<file path="config.mk">
export PLATFORM = sky130hd
export DESIGN_NAME = matmul_apb_master
export DESIGN_NICKNAME = d
export VERILOG_FILES = /design/src/rtl/matmul_pkg.sv /design/src/rtl/matmul_apb_master.sv
export SDC_FILE = /design/constraint.sdc
export NUM_CORES = 1
export LEC_CHECK = 0
export CAP_MARGIN = 10
export CORE_ASPECT_RATIO = 0.6
export CORE_MARGIN = 2
export CORE_UTILIZATION = 40
export CTS_CLUSTER_DIAMETER = 50
export DETAILED_ROUTE_END_ITERATION = 10
export PLACE_DENSITY = 0.79
export SYNTH_ARGS = -nofsm -noshare
export SYNTH_HDL_FRONTEND = slang
export SYNTH_SLANG_ARGS = --single-unit
</file>
<file path="constraint.sdc">
create_clock -name clk_i -period 2.3 [get_ports clk_i]
set_clock_uncertainty 0.1 [all_clocks]
set_input_delay 0.345 -clock clk_i [delete_from_list [all_inputs] [get_ports clk_i]]
set_output_delay 0.345 -clock clk_i [all_outputs]
set_load 0.02 [all_outputs]
</file>
<file path="src/rtl/matmul_pkg.sv">
// Shared constants and types for the matmul block.
// Used by the APB master and its stimulus side.
package matmul_pkg;

  localparam int BUS_WIDTH  = 32;
  localparam int ADDR_WIDTH = 32;
  localparam int MAX_DIM    = 4;

  typedef enum logic [2:0] {
    ST_IDLE,
    ST_WAIT_IDLE,
    ST_SETUP,
    ST_ACCESS,
    ST_RESP
  } apb_mst_state_t;

  typedef struct packed {
    logic                  write;
    logic [ADDR_WIDTH-1:0] addr;
    logic [BUS_WIDTH-1:0]  wdata;
    logic [MAX_DIM-1:0]    strb;
    logic                  wait_idle;
  } matmul_cmd_t;

endpackage

</file>
<file path="src/rtl/matmul_apb_master.sv">
// Command/response stream to APB initiator with
// optional wait-for-idle and bounded-wait timeout.
module matmul_apb_master
  import matmul_pkg::*;
#(
  parameter int TIMEOUT = 64
) (
  input  logic                  clk_i,
  input  logic                  rst_i,
  input  logic                  cmd_valid_i,
  output logic                  cmd_ready_o,
  input  logic                  cmd_write_i,
  input  logic [ADDR_WIDTH-1:0] cmd_addr_i,
  input  logic [BUS_WIDTH-1:0]  cmd_wdata_i,
  input  logic [MAX_DIM-1:0]    cmd_strb_i,
  input  logic                  cmd_wait_idle_i,
  output logic                  rsp_valid_o,
  input  logic                  rsp_ready_i,
  output logic [BUS_WIDTH-1:0]  rsp_rdata_o,
  output logic                  rsp_err_o,
  output logic                  rsp_timeout_o,
  output logic                  psel_o,
  output logic                  penable_o,
  output logic                  pwrite_o,
  output logic [ADDR_WIDTH-1:0] paddr_o,
  output logic [BUS_WIDTH-1:0]  pwdata_o,
  output logic [MAX_DIM-1:0]    pstrb_o,
  input  logic                  pready_i,
  input  logic                  pslverr_i,
  input  logic [BUS_WIDTH-1:0]  prdata_i,
  input  logic                  busy_i
);

  localparam int CNT_W = $clog2(TIMEOUT + 1);
  localparam logic [CNT_W-1:0] CNT_LAST =
    CNT_W'(TIMEOUT - 1);

  apb_mst_state_t       state, state_n;
  matmul_cmd_t          cmd_q, cmd_n;
  logic [CNT_W-1:0]     cnt_q, cnt_n;
  logic                 psel_q, psel_n;
  logic                 pen_q, pen_n;
  logic                 rv_q, rv_n;
  logic [BUS_WIDTH-1:0] rd_q, rd_n;
  logic                 err_q, err_n;
  logic                 tmo_q, tmo_n;
  logic                 unused_wait_idle;

  assign unused_wait_idle = cmd_q.wait_idle;

  // Next-state and next-output decode for the transfer FSM
  always_comb begin
    state_n = state;
    cmd_n   = cmd_q;
    cnt_n   = cnt_q;
    psel_n  = psel_q;
    pen_n   = pen_q;
    rv_n    = rv_q;
    rd_n    = rd_q;
    err_n   = err_q;
    tmo_n   = tmo_q;
    unique case (state)
      ST_IDLE: begin
        if (cmd_valid_i) begin
          cmd_n.write     = cmd_write_i;
          cmd_n.addr      = cmd_addr_i;
          cmd_n.wdata     = cmd_wdata_i;
          cmd_n.strb      = cmd_write_i ? cmd_strb_i : '0;
          cmd_n.wait_idle = cmd_wait_idle_i;
          cnt_n           = '0;
          if (cmd_wait_idle_i && busy_i) begin
            state_n = ST_WAIT_IDLE;
          end else begin
            state_n = ST_SETUP;
            psel_n  = 1'b1;
          end
        end
      end
      ST_WAIT_IDLE: begin
        if (!busy_i) begin
          state_n = ST_SETUP;
          psel_n  = 1'b1;
        end else if (cnt_q == CNT_LAST) begin
          state_n = ST_RESP;
          rv_n    = 1'b1;
          rd_n    = '0;
          err_n   = 1'b1;
          tmo_n   = 1'b1;
        end else begin
          cnt_n = cnt_q + CNT_W'(1);
        end
      end
      ST_SETUP: begin
        state_n = ST_ACCESS;
        pen_n   = 1'b1;
        cnt_n   = '0;
      end
      ST_ACCESS: begin
        if (pready_i) begin
          state_n = ST_RESP;
          psel_n  = 1'b0;
          pen_n   = 1'b0;
          rv_n    = 1'b1;
          rd_n    = cmd_q.write ? '0 : prdata_i;
          err_n   = pslverr_i;
          tmo_n   = 1'b0;
        end else if (cnt_q == CNT_LAST) begin
          state_n = ST_RESP;
          psel_n  = 1'b0;
          pen_n   = 1'b0;
          rv_n    = 1'b1;
          rd_n    = '0;
          err_n   = 1'b1;
          tmo_n   = 1'b1;
        end else begin
          cnt_n = cnt_q + CNT_W'(1);
        end
      end
      ST_RESP: begin
        if (rsp_ready_i) begin
          state_n = ST_IDLE;
          rv_n    = 1'b0;
        end
      end
      default: begin
        state_n = ST_IDLE;
      end
    endcase
  end

  // State, latched command and registered outputs
  always_ff @(posedge clk_i) begin
    if (rst_i) begin
      state  <= ST_IDLE;
      cmd_q  <= '0;
      cnt_q  <= '0;
      psel_q <= 1'b0;
      pen_q  <= 1'b0;
      rv_q   <= 1'b0;
      rd_q   <= '0;
      err_q  <= 1'b0;
      tmo_q  <= 1'b0;
    end else begin
      state  <= state_n;
      cmd_q  <= cmd_n;
      cnt_q  <= cnt_n;
      psel_q <= psel_n;
      pen_q  <= pen_n;
      rv_q   <= rv_n;
      rd_q   <= rd_n;
      err_q  <= err_n;
      tmo_q  <= tmo_n;
    end
  end

  assign cmd_ready_o   = (state == ST_IDLE);
  assign psel_o        = psel_q;
  assign penable_o     = pen_q;
  assign pwrite_o      = cmd_q.write;
  assign paddr_o       = cmd_q.addr;
  assign pwdata_o      = cmd_q.wdata;
  assign pstrb_o       = cmd_q.strb;
  assign rsp_valid_o   = rv_q;
  assign rsp_rdata_o   = rd_q;
  assign rsp_err_o     = err_q;
  assign rsp_timeout_o = tmo_q;

endmodule

</file>
---- Word-level counts from Yosys, hierarchy flattened ----
Index checks and enable logic that the tools add are counted.
Widths: inputs -> output; s select.
word-level totals
  bits in registers ....................... 116
  bits in latches ......................... 0
  bits in writable memories ............... 0
  bits in read-only memories .............. 0
  bits of input ports ..................... 109
  output and inout bits ................... 107
  word-level logic and storage cells ...... 77
  memories ................................ 0
operators by class
  add/sub/neg operators ................... 1
  multiply operators ...................... 0
  divide/modulo/power cells ............... 0
  order comparisons ....................... 0
  equality and inequality tests ........... 12
  shift operators ......................... 0
  muxes and demuxes ....................... 38
  bitwise logic cells ..................... 0
  reductions and logical operators ........ 14
operators by type and width
  kind                 number
  $mux 32              4
  $pmux 32 s2          1
  $mux 7               4
  $pmux 7 s4           1
  $mux 1               15
  $mux 3               5
  $pmux 3 s5           1
  $ne 2x2->1 const B   6
  $reduce_and 2->1     4
  $add 7x1->7 const B  1
  $eq 7x6->1 const B   1
  $eq 3x2->1 const B   2
  $pmux 1 s2           3
  $pmux 1 s3           2
  $reduce_bool 3->1    2
  $reduce_and 5->1     1
  $mux 4               1
  $reduce_and 4->1     1
  $reduce_bool 2->1    2
  $reduce_bool 4->1    1
  $eq 3x1->1 const B   1
  $eq 3x3->1 const B   1
  $logic_not 3->1      1
  $ne 3x3->1 const B   1
  3 further kinds      3

---- Depth between registers and ports, before layout ----
  depth in word-level cells ............... 4
  depth in mapped cells ................... 8
  mapped depth without buffers ............ 6

---- Worst setup path after synthesis ----
Ideal clock, no wire load.
  path kind ............................... reg2reg
  start ................................... register state[1]
  end ..................................... register cmd_q, in the netlist paddr_o[10]
  library setup time ...................... 0.070 ns
  arrival ................................. 1.540 ns
  required time ........................... 2.130 ns
  setup slack ............................. 0.589 ns
  stages on the path, launching flop included .. 9
  buffers on the path ..................... 4
  period minus slack after synthesis ...... 1.711 ns
  cells stage by stage .................... dfxtp_1 > buf_2 > nor3_2 > and2_1 > buf_2 > buf_4 > buf_2 > nand2_1 > a21oi_1
on the way
  longest elaborated chain between the ends .. 2
RTL lines
  item                               line                      RTL
  start: declaration                 matmul_apb_master.sv:38   apb_mst_state_t state, state_n;
  start signal: assignment           matmul_apb_master.sv:144  state <= state_n;
  $logic_not 3->1                    -
  net cmd_ready_o                    matmul_apb_master.sv:11   output logic cmd_ready_o,
  $reduce_and 2->1 (no source line)  -
  end signal: assignment             matmul_apb_master.sv:145  cmd_q <= cmd_n;
  end: declaration                   matmul_apb_master.sv:39   matmul_cmd_t cmd_q, cmd_n;
The timed path passes the listed nets, and every way through them passes these cells.
A chain may end at the register's enable or synchronous reset.

---- Worst setup path after layout ----
  start ................................... register state[2]
  end ..................................... register rd_q[1], in the netlist rsp_rdata_o[1]
on the way
  longest elaborated chain between the ends .. 3
  elaborated cells on any way between the ends .. 6
  those cells by class .................... 3 x eq/ne; 1 x mux; 2 x reduce/logical
RTL lines
  item                                                              line                      RTL
  $eq 3x1->1 or $eq 3x2->1 (tied branches)                          matmul_apb_master.sv:62   unique case (state)
  $ne 2x2->1 (no source line) or $reduce_bool 2->1 (tied branches)  -
  $reduce_and 2->1 (no source line)                                 -
  end signal: assignment                                            matmul_apb_master.sv:150  rd_q <= rd_n;
  end: declaration                                                  matmul_apb_master.sv:44   logic [BUS_WIDTH-1:0] rd_q, rd_n;
Parallel ways exist; a longest one is shown, timed or not.

==> results.yml <==
detailed_routing:
  drt-wirelength-per-cell_um: 14.9
  post_drt_via_cell_ratio: 4.98
  vias: 4458
  ant_nets: 0
  routed_wire_length_um: 13300
  detail_route.iter0.violations: 168
  pre_repair_dr_iteration_count: 6
  drcViolationCount: 0
synthesis:
  syn-cell-area_mm2: 0.00441
  ys_types: 42
  synth.net_count: 655
  synth.yosys.seq_area_share_pct: 52.7
  synth_area_per_cell_um2: 8.09
  synth_flop_cell: "dfxtp_1"
  synthesis.yosys.warnings: 0
  syn_inst: 545
  synth_edf_count: 0
  postSynth.asyncResetShare_pct: 0
  ys_ff_latch: 116
timing:
  whs_ps: 273
  setup_viol_count_final: 0
  max_freq_ghz: 0.479
  worst_tran_pin_value_ps: 589
  final_period_minus_worst_setup_slack_ps: 2090
  rsz0062_at_grt: "no"
  timing_max_transition_violations_final: 0
  slew_headroom_pct: 60.7
  final_min_period_over_clock_period_pct: 90.7
  fin_tns_setup_ps: 0
  setup_slack_ps: 213
  report.final.hold_viol_count: 0
worst_hold_path:
  holdCritPathClass: "primary input to flip-flop"
  min_from: "rst_i"
finish:
  total_area_of_multi_input_combinational_cells_mm2: 0.00190
  postLayoutCellArea_mm2: 0.00727
  final_nets: 854
  antennaDiodeCount: 0
  sequential_cell_area_mm2: 0.00232
  drive_above_1_share_pct: 6.87
  post-route-util_pct: 68.2
  post_layout_nonfiller_instances: 896
  area_growth_synth_to_finish_pct: 64.9
  nFillCells: 821
global_routing:
  grt_first_pass_wirelength_um: 20700
  grt_start_max_net_pins: 70
  via_count_of_the_first_global_routing_pass: 4273
  grt.total_usage_pct: 21.8
  grt_overflow_total: 0
  number_of_antenna_violations_at_the_first_check_in_global_routing: 0
floorplanning:
  effective_utilization_at_floorplan_pct: 41.3
  die-height_um: 85.3
  die_w_um: 140
  die_area_mm2: 0.0119
  std_cell_rows: 29
  number_of_primary_i_o_pins: 216
  core_area_mm2: 0.0107
placement:
  place_congestion: 0.820
  placed_instance_area_mm2: 0.00664
  placement.setup.worst_slack_ps: 190
  placedCellCount: 864
  port_buffers: 215
  hpwl_um: 9230
cts:
  postCtsSetupBuffers: 0
  ctsRootBufferMaster: "clkbuf_16"
  clock_tree.htree_level_count: 4
  clock_path_buffers: 2
  clock-sinks: 116
  clk_pin_slew_worst_paths_ps: 50
  tritoncts: "built"
  clock_latency_late_sink_ps: 400
  cts-buffers-inserted: 17
flow_run:
  max_cap_viol_count: 0
setup_path:
  crit_path_start_kind: "flip-flop"
  worst_setup_path_startpoint: "state[2]"
  end_kind: "flip-flop"
  setup.worst_path.class: "flip-flop to flip-flop"
  worst_r2r_start: "state[2]"
  crit_required_ps: 2490
  path_max_fanout: 66
  critical_path_arrival_ps: 2270
power:
  leakagePower_nw: 2.63
  vdd_drop_max_uv: 560
  power-per-cell-area_mw_per_mm2: 820
  power_mw: 5.96
status:
  run_status: "completed"
## cells in the final DEF, fill, tap and decap left out, types with 4 or more instances in the layout
cell             Yosys  layout
o21ai_0              7       7
or3_1                4       4
nand3_1              7       6
dfxtp_1            116     116
a21oi_1            113     113
nor3b_1             32      32
nor3_1               4       4
clkbuf_16            0      17
clkinvlp_4           0       5
buf_4                1       5
nand2_1            140     139
bufinv_16            0       4
clkdlybuf4s50_1      0     213
nor2_1              45      45
## Yosys cell counts (2+ instances only)
| cell | n | area share [%] |
|---|---|---|
| nand2_1 | 140 | 12 |
| dfxtp_1 | 116 | 53 |
| a21oi_1 | 113 | 13 |
| nor2_1 | 45 | 3.8 |
| nor3b_1 | 32 | 5.4 |
| clkbuf_1 | 22 | 1.9 |
| buf_2 | 16 | 1.8 |
| nand3_1 | 7 | 0.79 |
| o21ai_0 | 7 | 0.79 |
| nor3_1 | 4 | 0.45 |
| or3_1 | 4 | 0.57 |
| buf_1 | 3 | 0.26 |
| or2_2 | 3 | 0.43 |
| and2_1 | 2 | 0.28 |
| inv_1 | 2 | 0.17 |
| nand2b_1 | 2 | 0.28 |
| o21a_1 | 2 | 0.34 |
## worst paths after layout
kind,endpoint,cells after the start,slack (ps)
max,rsp_rdata_o[1],6,210
min,state[2],2,270
max reg2reg,rsp_rdata_o[1],6,210
min reg2reg,paddr_o[5],2,350
## flip-flops by register name, summed over array words and instances, names as in the netlist, 3 cells and up
name and cells:
pwdata_o 32, rsp_rdata_o 32, paddr_o 32, pstrb_o 4, cnt_q 7, state 3
## metal layers
metal	vias up	track usage, %	part of all wire, %
met5	-	0	0
met4	0	7.82	1.3
met3	16	9.54	9.0
met2	150	35.7	46
met1	2074	25.7	44
li1	2218	-	-
## critical path, cell delays in order (launching register included)
cell and delay [ps]:
dfxtp_1 560, and2b_2 330, nand3_2 80, buf_4 490
nor3b_1 150, a21oi_1 190, nor2_1 60
## cell type report
| type | count | area share (%) |
|---|---|---|
| Sequential cell | 116 | 31.9 |
| Clock buffer | 19 | 6.09 |
| Tap cell | 139 | 2.39 |
| Multi-Input combinational cell | 384 | 26.1 |
| Clock inverter | 13 | 2.50 |
| Inverter | 2 | 0.103 |
| Timing Repair Buffer | 223 | 30.9 |
## cells by family (layout without fill, tap and decap cells)
logic type	Yosys count	in the layout	share of synthesized area [%]
adders and majority gates	1	1	0.284
xor gates and xnor gates	1	1	0.199
DFF	116	116	52.7
buffers and inverters	45	257	4.54
AOI/OAI and AO/OA	133	133	16.2
and+or+nand+nor	249	249	26.1
## repair_timing
item                                    in CTS  in global routing
gates resized for setup                      0                  1
hold buffers                                 0                  0
endpoints found under the setup margin       0                  1
hold endpoints to repair                     0                  0
## report_power, final
part           switching [mW]  leakage [nW]  total, mW  internal (mW)
combinational           0.500          1.39      0.987          0.487
clock                   0.932         0.291       2.77           1.84
sequential             0.0748         0.945       2.21           2.13
total                    1.51          2.63       5.96           4.45
No activity file was read; power rests on OpenSTA's default activity.
